--- src/rtl/lfsr_roller.sv ---
// Slowing-roll random generator: free-running LFSR sampled at a period that doubles per stage,
// with catch/freeze and a small history of committed results that can be stepped through.
module lfsr_roller #(
    parameter int              WIDTH       = 4,
    parameter logic [WIDTH-1:0] TAPS       = 4'b0011,
    parameter logic [WIDTH-1:0] SEED       = 4'd3,
    parameter int              STAGES      = 5,
    parameter int              BASE_PERIOD = 3125000,
    parameter int              STAGE_LEN   = 100000000,
    parameter int              HIST_DEPTH  = 4
) (
    input  logic                          i_clk,
    input  logic                          i_rst_n,
    input  logic                          i_start,
    input  logic                          i_catch,
    input  logic                          i_prev,
    output logic [WIDTH-1:0]              o_random_out,
    output logic [$clog2(HIST_DEPTH+1)-1:0] o_hist_idx,
    output logic                          o_rolling,
    output logic                          o_done
);
    localparam longint PER_MAX = longint'(BASE_PERIOD) << (STAGES - 1);
    localparam int     PER_W   = $clog2(PER_MAX + 1);
    localparam int     DW_W    = (STAGE_LEN > 1) ? $clog2(STAGE_LEN) : 1;
    localparam int     STG_W   = (STAGES > 1) ? $clog2(STAGES) : 1;
    localparam int     IDX_W   = $clog2(HIST_DEPTH + 1);

    localparam logic [PER_W-1:0] BASE_P   = PER_W'(BASE_PERIOD);
    localparam logic [DW_W-1:0]  DW_LAST  = DW_W'(STAGE_LEN - 1);
    localparam logic [STG_W-1:0] STG_LAST = STG_W'(STAGES - 1);
    localparam logic [IDX_W-1:0] HIST_MAX = IDX_W'(HIST_DEPTH);

    typedef enum logic [1:0] {S_IDLE, S_ROLL, S_HOLD, S_REVIEW} state_t;

    state_t             state_q, state_d, ret_q, ret_d;
    logic [WIDTH-1:0]   lfsr_q, lfsr_d, value_q, value_d;
    logic [WIDTH-1:0]   hist_q [HIST_DEPTH];
    logic [IDX_W-1:0]   hist_cnt_q, idx_q, idx_d;
    logic [STG_W-1:0]   stage_q, stage_d;
    logic [DW_W-1:0]    dwell_q, dwell_d;
    logic [PER_W-1:0]   per_q, per_d, per_last;
    logic               done_q, done_d;
    logic               commit;
    logic [WIDTH-1:0]   commit_val;
    logic               in_roll;
    logic [WIDTH-1:0]   rd_val;

    assign per_last = (BASE_P << stage_q) - PER_W'(1);
    assign in_roll  = (state_q == S_ROLL) || (state_q == S_HOLD) ||
                      ((state_q == S_REVIEW) && ((ret_q == S_ROLL) || (ret_q == S_HOLD)));

    always_comb begin
        state_d    = state_q;
        ret_d      = ret_q;
        value_d    = value_q;
        idx_d      = idx_q;
        stage_d    = stage_q;
        dwell_d    = dwell_q;
        per_d      = per_q;
        done_d     = 1'b0;
        commit     = 1'b0;
        commit_val = value_q;
        lfsr_d     = (lfsr_q == '0) ? SEED : {^(lfsr_q & TAPS), lfsr_q[WIDTH-1:1]};

        if (i_prev) begin
            if (state_q != S_REVIEW) begin
                if (hist_cnt_q != '0) begin
                    state_d = S_REVIEW;
                    ret_d   = state_q;
                    idx_d   = IDX_W'(1);
                end
            end else if (idx_q < hist_cnt_q) begin
                idx_d = idx_q + IDX_W'(1);
            end else begin
                idx_d   = '0;
                state_d = ret_q;
            end
        end else if (i_start) begin
            commit  = in_roll;
            state_d = S_ROLL;
            stage_d = '0;
            dwell_d = '0;
            per_d   = '0;
            idx_d   = '0;
            value_d = lfsr_q;
        end else if (i_catch) begin
            case (state_q)
                S_ROLL:   state_d = S_HOLD;
                S_HOLD:   state_d = S_ROLL;
                S_REVIEW: begin
                    idx_d   = '0;
                    state_d = ret_q;
                end
                default:  state_d = state_q;
            endcase
        end else if (state_q == S_ROLL) begin
            if (per_q == per_last) begin
                value_d = lfsr_q;
                per_d   = '0;
            end else begin
                per_d = per_q + PER_W'(1);
            end
            if (dwell_q == DW_LAST) begin
                per_d   = '0;
                dwell_d = '0;
                if (stage_q < STG_LAST) begin
                    stage_d = stage_q + STG_W'(1);
                end else begin
                    // A sample landing on the final edge is the value that gets committed.
                    commit     = 1'b1;
                    commit_val = value_d;
                    state_d    = S_IDLE;
                    done_d     = 1'b1;
                end
            end else begin
                dwell_d = dwell_q + DW_W'(1);
            end
        end
    end

    always_ff @(posedge i_clk or negedge i_rst_n) begin
        if (!i_rst_n) begin
            state_q    <= S_IDLE;
            ret_q      <= S_IDLE;
            lfsr_q     <= SEED;
            value_q    <= '0;
            idx_q      <= '0;
            stage_q    <= '0;
            dwell_q    <= '0;
            per_q      <= '0;
            done_q     <= 1'b0;
            hist_cnt_q <= '0;
            for (int i = 0; i < HIST_DEPTH; i++) hist_q[i] <= '0;
        end else begin
            state_q <= state_d;
            ret_q   <= ret_d;
            lfsr_q  <= lfsr_d;
            value_q <= value_d;
            idx_q   <= idx_d;
            stage_q <= stage_d;
            dwell_q <= dwell_d;
            per_q   <= per_d;
            done_q  <= done_d;
            if (commit) begin
                for (int i = HIST_DEPTH - 1; i > 0; i--) hist_q[i] <= hist_q[i-1];
                hist_q[0] <= commit_val;
                if (hist_cnt_q != HIST_MAX) hist_cnt_q <= hist_cnt_q + IDX_W'(1);
            end
        end
    end

    always_comb begin
        rd_val = value_q;
        for (int i = 0; i < HIST_DEPTH; i++) begin
            if (idx_q == IDX_W'(i + 1)) rd_val = hist_q[i];
        end
    end

    assign o_random_out = rd_val;
    assign o_hist_idx   = idx_q;
    assign o_rolling    = (state_q == S_ROLL);
    assign o_done       = done_q;
endmodule

--- config.mk ---
export PLATFORM = sky130hd
export DESIGN_NAME = lfsr_roller
export DESIGN_NICKNAME = d
export VERILOG_FILES = /design/src/rtl/lfsr_roller.sv
export SDC_FILE = /design/constraint.sdc
export NUM_CORES = 1
export LEC_CHECK = 0
export CORE_ASPECT_RATIO = 0.75
export CORE_UTILIZATION = 55
export CTS_BUF_LIST = sky130_fd_sc_hd__clkbuf_2 sky130_fd_sc_hd__clkbuf_4 sky130_fd_sc_hd__clkbuf_8
export CTS_CLUSTER_DIAMETER = 40
export DETAILED_ROUTE_END_ITERATION = 12
export PLACE_DENSITY = 0.84
export SLEW_MARGIN = 20
export SYNTH_ARGS = -nofsm -noshare
export SYNTH_HDL_FRONTEND = slang
export SYNTH_SLANG_ARGS = --single-unit
--- constraint.sdc ---
create_clock -name i_clk -period 5.3 [get_ports i_clk]
set_clock_uncertainty 0.1 [all_clocks]
set_input_delay 1.06 -clock i_clk [delete_from_list [all_inputs] [get_ports i_clk]]
set_output_delay 1.06 -clock i_clk [all_outputs]
set_load 0.01 [all_outputs]
* After elaboration in Yosys (flattened, before gate mapping)
Index checks and enable logic that the tools add are counted.
Widths: inputs -> output; s select.
** Storage, ports and cells
- Bits in registers :: 91
- Output and inout port bits :: 9
- Bits of input ports :: 5
- Word-level logic and storage cells :: 116
** Operators by class
- Add/subtract/negate cells :: 6
- Muxes and demuxes :: 54
- Eq/ne operators :: 17
- Reductions and logical operators :: 21
- Magnitude comparators :: 2
- Bitwise gates (word level) :: 1
- Shift-type cells :: 1
** Operators by type and width (number)
- $mux 26 :: 5
- $mux 27 :: 4
- $mux 4 :: 15
- $mux 3 :: 12
- $add 27x1->27 const B :: 1
- $eq 27x27->1 const B :: 1
- $add 26x1->26 const B :: 1
- $eq 26x26->1 :: 1
- $shl 22x3->26 const A :: 1
- $sub 26x1->26 const B :: 1
- $mux 2 :: 9
- $add 3x1->3 const B :: 3
- $reduce_and 3->1 :: 3
- $reduce_bool 3->1 :: 3
- $mux 1 :: 8
- $reduce_bool 4->1 :: 2
- $eq 2x2->1 const B :: 3
- $eq 3x2->1 const B :: 2
- $ne 3x3->1 const B :: 2
- $pmux 2 s3 :: 1
- $reduce_and 6->1 :: 1
- $reduce_bool 2->1 :: 3
- $reduce_and 5->1 :: 1
- $reduce_bool 5->1 :: 1
- other kinds (14) :: 18

* Longest topological paths before layout
Gate-level depths: netlist of run 1.
- Depth in word-level cells :: 10
- Gate-level depth with buffers :: 14
- Depth with buffers taken out :: 12

* Worst setup path before layout of run 1
Ideal clock, no wire load.
- Path type :: reg-to-reg
- Start :: register stage_q[0]
- End :: register value_q[0]
- Period minus slack after synthesis :: 3690 ps
- Buffers on the path :: 1
- Setup slack :: 1610 ps
- Data required time :: 5075 ps
- Setup time :: 125 ps
- Arrival time :: 3465 ps
- Stages on the path, launching flop included :: 14
- Cells stage by stage :: dfrtp_1 > inv_1 > ha_1 > buf_2 > nand2_1 > ha_1 > or4b_2 > o211ai_1 > xnor2_1 > nand3_1 > nor4_1 > nand4_4 > a21oi_4 > mux2_2
** On the way
- Cells in the longest elaborated chain, start to end :: 7
** RTL lines
- from (decl) :: RTL line 39 : logic [STG_W-1:0] stage_q, stage_d;
- from (signal assigned) :: RTL line 140 : stage_q <= stage_d;
- $shl 22x3->26 :: RTL line 48 : assign per_last = (BASE_P << stage_q) - PER_W'(1);
- $sub 26x1->26 :: RTL line 48
- $eq 26x26->1 :: RTL line 97 : if (per_q == per_last) begin
- $mux 4 :: RTL line 97
- $mux 4 :: RTL line 96 : end else if (state_q == S_ROLL) begin
- $mux 4 :: RTL line 86 : end else if (i_catch) begin
- $mux 4 :: RTL line 78 : end else if (i_start) begin
- to (signal assigned) :: RTL line 138 : value_q <= value_d;
- to (decl) :: RTL line 36 : logic [WIDTH-1:0] lfsr_q, lfsr_d, value_q, value_d;
No other way between the ends. The select of a mux whose other input is x is not followed.
A chain may end at the register's enable or synchronous reset.

* Worst setup path after layout of run 1
- Start :: register stage_q[0]
- End :: register value_q[3]
Same word-level chain as after synthesis.

==> results of run 1 <==
## state kept, by name (all words and copies together), names as in the netlist
| register | count |
|---|---|
| per_q | 26 |
| dwell_q | 27 |
| stage_q | 3 |
| lfsr_q | 4 |
| hist_q | 16 |
| value_q | 4 |
| o_done | 1 |
| state_q | 2 |
| hist_cnt_q | 3 |
| o_hist_idx | 3 |
| ret_q | 2 |
## worst reg2reg max path: cells and delay by family, from the launching register on
kind | cells | cell delay (ps)
adder cells (fa/ha/maj) | 2 | 850
XOR/XNOR | 1 | 280
AO/OA/AOI/OAI | 2 | 750
flip-flops | 1 | 520
AND/OR/NAND/NOR | 5 | 1330
buffers and inverters | 1 | 210
multiplexers | 1 | 360
## cell families (layout without fill, tap and decap cells)
logic type	after synthesis	in the layout	share of synthesized area, %
compound gates	156	156	16.4
mux	28	28	5.20
xor+xnor	35	35	5.31
buf+inv	67	64	4.46
simple gates	298	298	25.5
fa+ha+maj	26	26	5.39
flops	91	91	37.8
## through the flow
| step | hold WS, ps | worst slack (ps) |
|---|---|---|
| after floorplan | 332 | 1610 |
| after detailed placement | 327 | 925 |
| final | 366 | 809 |
| after global placement | 322 | 1070 |
| after CTS | 359 | 904 |
| after global routing | 383 | 507 |
## worst paths after layout
kind	to	slack, ps	depth (start not counted)
worst max-delay path	value_q[3]	810	12
worst min-delay path	lfsr_q[2]	370	0
worst max register to register	value_q[3]	810	12
min in group asynchronous	hist_q[3]	530	1
max in group asynchronous	stage_q[0]	3510	2
worst min register to register	lfsr_q[2]	370	0
## cell type report
type	count	share of cell area [%]
Multi-Input combinational cell	543	54.3
Inverter	30	1.75
Sequential cell	91	35.4
Clock inverter	7	1.42
Clock buffer	9	1.93
Timing Repair Buffer	18	2.57
Tap cell	136	2.64
## power breakdown
part | leakage, nW | internal, mW | switching (mW)
Combinational | 1.33 | 0.485 | 0.597
Clock | 0.109 | 0.265 | 0.254
Sequential | 1.18 | 0.813 | 0.127
Total | 2.62 | 1.56 | 0.978
## per-layer routing
layer  GRT usage (%)  up-vias  part of all wire (%)
met4            7.23        0                   1.2
met3            8.56       19                   7.9
li1                -     2501                     -
met5               0        -                     0
met1            39.7     2659                    47
met2            40.1      199                    44
## layout by cell type, fill, tap and decap left out, types with 5 or more instances in the layout
cell type,count
a21oi_1,34
a221oi_1,5
a31oi_1,20
and2_1,5
and3_1,15
buf_4,6
clkbuf_8,9
clkdlybuf4s50_1,12
dfrtp_1,89
ha_1,26
inv_1,29
mux2_2,20
mux2i_1,6
nand2_1,82
nand2b_1,10
nand3_1,40
nand3b_1,5
nand4_1,19
nor2_1,59
nor2b_1,10
nor3_1,10
nor4_1,5
o21ai_0,54
o22ai_1,8
or3_1,7
xnor2_1,22
xor2_1,12
==> impl_metrics.csv, run 1 <==
group,metric,value,unit
synthesis,yosys.area.top_type,"dfrtp_1",
grt,grt_pass1_wl,24400,µm
cells_and_area,fin_cells,834,
critical_path,cp-start-kind,"flip-flop",
critical_path,cp_max_fo,27,
critical_path,critical_path_class,"reg2reg",
floorplan,design.die.area,11400,µm²
critical_path,crit_path_end_kind,"flip-flop",
cells_and_area,num_antenna_cells,0,
synthesis,synth_ff_type,"dfrtp_1",
floorplan,core,10500,µm²
timing,fin_crit_sh,84.7,%
synthesis,async_reset_ff_share,100,%
drt,num_vias,5378,
clocking,clock_latency,380,ps
drt,remaining_drc_errors,0,
drt,avgRoutedWirePerCell,17.9,µm
place,gp_congestion,0.920,
grt,grt_overflow,0,
synthesis,synth_cells,701,
cells_and_area,multiInputGateArea,3490,µm²
timing,fin_tns_setup,0,ps
drt,wl,14900,µm
floorplan,initial_core_util,57.6,%
synthesis,yosysMostFrequentCell,"dfrtp_1",
cells_and_area,seq_area,2280,µm²
critical_path,cp_data_arrival_time,4650,ps
place,io_buffers,13,
clocking,root_buffer,"clkbuf_8",
clocking,clkTransAtPathRegs,80,ps
cells_and_area,nNetsFinal,724,
synthesis,yosys_warnings,0,
drt,via_per_inst,6.45,
cells_and_area,area_growth,6.57,%
timing,timing.fmax,0.223,GHz
timing,tightestPinTransition,1010,ps
timing,grt_setup_unrepaired,"false",
timing,setup_viol,0,
clocking,cts_inserted_buffers,9,
critical_path,crit_path_start,"stage_q[0]",
job,drv_cap,0,
floorplan,rows,32,
synthesis,synth_nets,732,
clocking,cts_sinks,91,
cells_and_area,drive_gt1_share,9.03,%
clocking,clockBufferDepth,2,
power_and_ir_drop,irDropWorstVdd,181,µV
synthesis,yosys-top-cells-count,"89 x dfrtp_1, 82 x nand2_1, 60 x nor2_1, 54 x o21ai_0, 40 x nand3_1",
critical_path,cp_num_buf_inv,1,
drt,drt_iter0_markers,556,
floorplan,die_y,92.7,µm
clocking,cts_resized,0,
synthesis,yosysSeqAreaShare,37.8,%
place,place_hpwl,10700,µm
drt,ant_nets,0,
cells_and_area,fillers,899,
critical_path,r2r-start,"stage_q[0]",
critical_path,critPathMaxStageDelay,570,ps
critical_path,cpLargestDelayFamily,"simple AND/OR/NAND/NOR gates",
critical_path,crit_slowest_cell,"ha_1",
synthesis,synth_top_area_share,36.9,%
critical_path,required,5460,ps
power_and_ir_drop,finalPower,2.54,mW
min_path,min_path_type,"reg2reg",
floorplan,num_io_pins,14,
synthesis,syn_area,6040,µm²
timing,hold_viol,0,
clocking,hold_buffers,0,
min_path,hp-start,"lfsr_q[3]",
grt,grt_max_degree,52,
synthesis,synth_cell_types,68,
critical_path,cp_common_cell,"ha_1",
grt,grt_pass1_vias,4904,
cells_and_area,design_area,6430,µm²
run_status,outcome,"finished, final reports clean",
place,placed_cell_area,6220,µm²
timing,drv_slew,0,
clocking,htreeDepth,3,
synthesis,ys_ff_latch,91,
timing,slew_headroom,32.4,%
power_and_ir_drop,p_leak,2.62,nW
clocking,post_cts_buffers,0,
drt,dr.pass1.iters,5,
critical_path,cp_cell_sequence,"inv_1 > ha_1 > nand2_1 > ha_1 > xnor2_1 > nor2_1 > a2111oi_0 > nand4b_1 > nor4_1 > nand4_4 > a21oi_4 > mux2_2",
place,dp_cells,818,
synthesis,synth-edff-count,0,
power_and_ir_drop,powerDensity,395,nW/µm²
grt,grtUsageTotal,27.6,%
synthesis,avgSynthCellArea,8.61,µm²
grt,antenna_found_initial,0,
synthesis,synthTopCellsByArea,"dfrtp_1 37%, ha_1 5.4%, nand2_1 5.1%",
cells_and_area,finalCoreUtilization,61.3,%
floorplan,die_w,123,µm
timing,period_needed,4490,ps
clocking,cts_tree,"yes",
Power figures use the tool's default switching activity.
==> run 2, diff against run 1 <==
clock period = 4.7 ns   (was 5.3 ns; I/O delays follow)
==> run 2 against run 1 <==
Clock power shrank 3%. Critical path depth increased by 1. Die area unchanged. First-iteration DRC count increased by 18%. Power grew 9.8%. Sequential power up 13%. Final area decreased by 0.18%. Sequential share of layout area rose by 0.062 points. Clock-buffer cell count rose by 2. Critical endpoint is now per_q[21]. Largest cell class unchanged.
==> impl_metrics.csv, run 2 (synthesis gave the netlist of run 1 again) <==
group,metric,value,unit
timing,timing.fmax,0.241,GHz
min_path,min_path_type,"reg2reg",
clocking,cts_resized,0,
critical_path,r2r-start,"stage_q[1]",
clocking,post_cts_buffers,0,
min_path,hp-start,"lfsr_q[3]",
critical_path,r2r_slack,560,ps
drt,dr.pass1.iters,5,
critical_path,crit_path_start,"stage_q[1]",
grt,grtUsageTotal,27.8,%
cells_and_area,regMostFlops,"dwell_q",
power_and_ir_drop,p_leak,2.61,nW
floorplan,rows,32,
critical_path,crit_end,"per_q[21]",
grt,grt_busiest_layer,"met1",
clocking,clkTransAtPathRegs,90,ps
grt,grt_max_degree,57,
place,placed_cell_area,6240,µm²
critical_path,cp_cell_sequence,"inv_1 > ha_1 > nand2_1 > ha_1 > xnor2_1 > nor2_1 > a2111oi_0 > nand4b_1 > nor4_1 > nand4_4 > buf_4 > nand2_1 > o311ai_0",
floorplan,die_w,123,µm
critical_path,crit_slowest_cell,"nor4_1",
timing,tightestPinTransition,809,ps
clocking,clock_latency,370,ps
drt,num_vias,5386,
run_status,outcome,"finished, final reports clean",
critical_path,cp_max_fo,26,
drt,remaining_drc_errors,0,
timing,period_needed,4140,ps
timing,fin_crit_sh,88.2,%
drt,ant_nets,0,
floorplan,die_y,92.7,µm
cells_and_area,nNetsFinal,727,
place,gp_congestion,0.876,
cells_and_area,most-common-layout-cells,"89 x dfrtp_1, 82 x nand2_1, 59 x nor2_1",
cells_and_area,final_common_cell,"dfrtp_1",
cells_and_area,design_area,6420,µm²
critical_path,critical_path_class,"reg2reg",
clocking,hold_buffers,0,
floorplan,design.die.area,11400,µm²
grt,met3_usage,4.99,%
timing,fin_tns_setup,0,ps
grt,met2_usage,40.8,%
critical_path,reg2reg_to,"per_q[21]",
critical_path,r2r_cells,13,
critical_path,cp-start-kind,"flip-flop",
critical_path,critPathMaxStageDelay,570,ps
drt,via_per_inst,6.43,
place,dp_slack,646,ps
timing,setup_viol,0,
floorplan,core,10500,µm²
drt,avgRoutedWirePerCell,17.7,µm
floorplan,initial_core_util,57.6,%
clocking,cts_tree,"yes",
timing,hold_viol,0,
timing,drv_slew,0,
grt,grt_pass1_wl,24700,µm
clocking,htreeDepth,3,
clocking,cts_inserted_buffers,9,
clocking,clockBufferDepth,2,
timing,grt_setup_unrepaired,"false",
clocking,root_buffer,"clkbuf_8",
grt,antenna_found_initial,0,
critical_path,cp_data_arrival_time,4280,ps
timing,fin_ws,556,ps
drt,wl,14800,µm
cells_and_area,area_growth,6.38,%
cells_and_area,reg_top3,"dwell_q: 27 flops, per_q: 26 flops, hist_q: 16 flops",
job,drv_cap,0,
place,io_buffers,13,
grt,grt_util_met1,41.8,%
grt,grt_overflow,0,
power_and_ir_drop,powerDensity,434,nW/µm²
drt,drt_iter0_markers,655,
critical_path,required,4830,ps
cells_and_area,largest_register_ffs,27,
floorplan,num_io_pins,14,
place,place_hpwl,10700,µm
grt,grt_pass1_vias,4920,
cells_and_area,drive_gt1_share,9.42,%
power_and_ir_drop,irDropWorstVdd,222,µV
cells_and_area,num_antenna_cells,0,
timing,slew_headroom,46.1,%
critical_path,crit_path_end_kind,"flip-flop",
clocking,cts_sinks,91,
## run 2: cell count changes in the layout (fill, tap and decap cells not counted), sizes merged
| cell | change |
|---|---|
| clkinv | -2 |
| clkinvlp | +2 |
| clkbuf | +2 |
| buf | +3 |
| bufinv | -2 |
## run 2: layer usage
layer / routed length (µm) / up-vias
li1: - / 2496
met1: 6820 / 2621
met2: 6540 / 248
met3: 1290 / 21
met4: 162 / 0
met5: 0 / -
## run 2: layout make-up
type / instances / area (µm²)
Fill cell: 862 / 4070
Multi-Input combinational cell: 543 / 3490
Sequential cell: 91 / 2280
Timing Repair Buffer: 21 / 188
Tap cell: 136 / 170
Clock buffer: 11 / 145
Inverter: 30 / 113
Clock inverter: 5 / 36.3
## run 2: through the flow
stage | power (mW) | util [%] | cells | hold WS (ps)
after global placement | 2.23 | 59.5 | 821 | 336
final | 2.79 | 61.2 | 837 | 347
after detailed placement | 2.28 | 59.5 | 821 | 321
after CTS | 2.78 | 61.2 | 837 | 339
after global routing | 2.96 | 61.2 | 837 | 350
after floorplan | 1.92 | - | 701 | 332
## run 2: worst min path at each step
stage	cells after the start	end
floorplan	1	lfsr_q[0]
global placement	0	lfsr_q[2]
detailed placement	0	lfsr_q[2]
CTS	0	lfsr_q[2]
global route	0	lfsr_q[2]
finish	0	lfsr_q[2]
## run 2: critical path: cells and delay by family, from the launching register on
kind	cells	cell delay, ps
XOR/XNOR	1	290
adder cells (fa/ha/maj)	2	690
buffers and inverters	2	440
AO/OA/AOI/OAI	2	600
AND/OR/NAND/NOR	6	1390
flip-flops	1	500
## run 2: where the power goes
group | switching [mW] | total, mW | internal [mW] | leakage (nW)
Combinational | 0.673 | 1.22 | 0.551 | 1.34
Sequential | 0.145 | 1.06 | 0.917 | 1.18
Clock | 0.290 | 0.503 | 0.214 | 0.0854
==> run 3, diff against run 2 <==
SLEW_MARGIN = not set   (was 20)
==> results of run 3 <==
The final DEF is identical to that of run 2; final timing and power are the same.
==> variant: new RTL, flow settings as in run 3 <==
Add an input register stage for `i_start`, `i_catch` and `i_prev`; this delays them by one clock.
--- a/src/rtl/lfsr_roller.sv
+++ b/src/rtl/lfsr_roller.sv
@@ -32,6 +32,16 @@
 
     typedef enum logic [1:0] {S_IDLE, S_ROLL, S_HOLD, S_REVIEW} state_t;
 
+    logic i_start_q;
+    logic i_catch_q;
+    logic i_prev_q;
+
+    always_ff @(posedge i_clk) begin
+        i_start_q <= i_start;
+        i_catch_q <= i_catch;
+        i_prev_q  <= i_prev;
+    end
+
     state_t             state_q, state_d, ret_q, ret_d;
     logic [WIDTH-1:0]   lfsr_q, lfsr_d, value_q, value_d;
     logic [WIDTH-1:0]   hist_q [HIST_DEPTH];
@@ -62,7 +72,7 @@
         commit_val = value_q;
         lfsr_d     = (lfsr_q == '0) ? SEED : {^(lfsr_q & TAPS), lfsr_q[WIDTH-1:1]};
 
-        if (i_prev) begin
+        if (i_prev_q) begin
             if (state_q != S_REVIEW) begin
                 if (hist_cnt_q != '0) begin
                     state_d = S_REVIEW;
@@ -75,7 +85,7 @@
                 idx_d   = '0;
                 state_d = ret_q;
             end
-        end else if (i_start) begin
+        end else if (i_start_q) begin
             commit  = in_roll;
             state_d = S_ROLL;
             stage_d = '0;
@@ -83,7 +93,7 @@
             per_d   = '0;
             idx_d   = '0;
             value_d = lfsr_q;
-        end else if (i_catch) begin
+        end else if (i_catch_q) begin
             case (state_q)
                 S_ROLL:   state_d = S_HOLD;
                 S_HOLD:   state_d = S_ROLL;
Check against the original RTL: not equivalent (Yosys sat finds a counterexample within 4 cycles, from zero or initial values and one cycle with i_rst_n low).
==> variant against run 3 <==
Total power is essentially flat. Sequential cell count grew 3. Via count shrank 3.5%. Wire length shrank 5.6%. Final area is essentially flat. Count of clock-buffer cells in the layout grew 2. First-iteration DRC count shrank 31%. Synthesized area shrank 0.56%. Worst setup slack lost 0.11 ns. Clock power grew 22%. Cell count shrank 1.2%.
==> variant: results (changes against run 3) <==
qor: cells_and_area.drive_gt1_frac 0.0810 [-0.0131]
qor: power.vdd_ir_drop_max 0.181 mV [-19%]
qor: placed_design.dp_cells 811 [-1.2%]
qor: critical_path.cp.arrival 4.41 ns [+0.13 ns]
qor: power.p_comb 1.10 mW [-9.8%]
qor: power.static_leakage_power 2.65 nW [+1.4%]
qor: cells_and_area.n_fill_cell 867 [+0.58%]
qor: global_route.gr-usage-all-layers 0.261 [-0.0172]
qor: power.sw_frac_of_total 0.360 [-0.0368]
qor: logic_synthesis.ys_top_cells_by_area sky130_fd_sc_hd__dfrtp_1 37%, sky130_fd_sc_hd__ha_1 5.4%, sky130_fd_sc_hd__o21ai_0 5.3%
qor: logic_synthesis.synth.yosys.seq_area_share 0.390 [+0.0121]
qor: timing.slew_headroom 0.377 [-0.0837]
qor: placed_design.place.detailed.hpwl 9.86 mm [-7.7%]
qor: drt.detailroute.via_count 5200 [-3.5%]
qor: status.run_status complete, no violations
qor: placed_design.dp_slack 0.510 ns [-0.136 ns]
qor: power.clockNetworkPower 0.614 mW [+22%]
qor: logic_synthesis.synth_async_sr_flop_share 0.968 [-0.0319]
qor: logic_synthesis.synth_cell_types 62 [-8.8%]
qor: global_route.grt_pass1_vias 4937 [+0.35%]
qor: power.netSwitchingPower 1.00 mW [-9.3%]
qor: logic_synthesis.netlist_top_cells_count 89 x sky130_fd_sc_hd__dfrtp_1, 69 x sky130_fd_sc_hd__nand2_1, 63 x sky130_fd_sc_hd__o21ai_0
qor: placed_design.detailed_place.area 6190 um^2 [-0.78%]
qor: drt.postRouteWirelength 14.0 mm [-5.6%]
qor: global_route.grt_pass1_wl 23.7 mm [-4.3%]
qor: placed_design.finalWeightedCongestion 0.867 [-1.1%]
[variant: layout make-up]
class / instances / area, um^2 / area share
Multi-Input combinational cell: 535 / 3400 / 0.530
Timing Repair Buffer: 21 / 188 / 0.0292
Clock buffer: 13 / 160 / 0.0249
Sequential cell: 94 / 2340 / 0.364
Inverter: 25 / 93.8 / 0.0146
Clock inverter: 3 / 67.6 / 0.0105
Tap cell: 136 / 170 / 0.0265
[variant: cells by family (layout without fill, tap and decap cells)]
| kind of cell | count (synthesis) | in the layout | synth area share |
|---|---|---|---|
| AO/OA/AOI/OAI | 162 | 162 | 0.164 |
| adder cells (fa/ha/maj) | 26 | 26 | 0.0542 |
| multiplexers | 30 | 30 | 0.0538 |
| flip-flops | 94 | 94 | 0.390 |
| XOR/XNOR | 34 | 34 | 0.0496 |
| AND/OR/NAND/NOR | 283 | 283 | 0.243 |
| buffers and inverters | 67 | 62 | 0.0456 |
[variant: worst max-delay path by stage]
stage | startpoint | endpoint | slack [ns]
3_5_place_dp | stage_q[1] | value_q[2] | 0.51
2_1_floorplan | stage_q[0] | value_q[0] | 0.59
6_report | stage_q[1] | value_q[2] | 0.45
5_1_grt | stage_q[0] | value_q[2] | 0.27
4_1_cts | stage_q[1] | value_q[2] | 0.48
3_3_place_gp | stage_q[0] | value_q[2] | 0.67
[variant: metrics by stage]
step / util / hold WS (ns)
final: 0.614 / 0.395
after global routing: 0.614 / 0.389
after CTS: 0.614 / 0.386
after detailed placement: 0.593 / 0.367
after global placement: 0.593 / 0.333
after floorplan: - / 0.331
[variant: routing by layer]
metal | share of wire | up-vias | GRT usage
met4 | 0.013 | 0 | 0.0803
met1 | 0.47 | 2522 | 0.359
met3 | 0.056 | 21 | 0.0480
met2 | 0.46 | 177 | 0.417
met5 | 0 | - | 0
li1 | - | 2480 | -
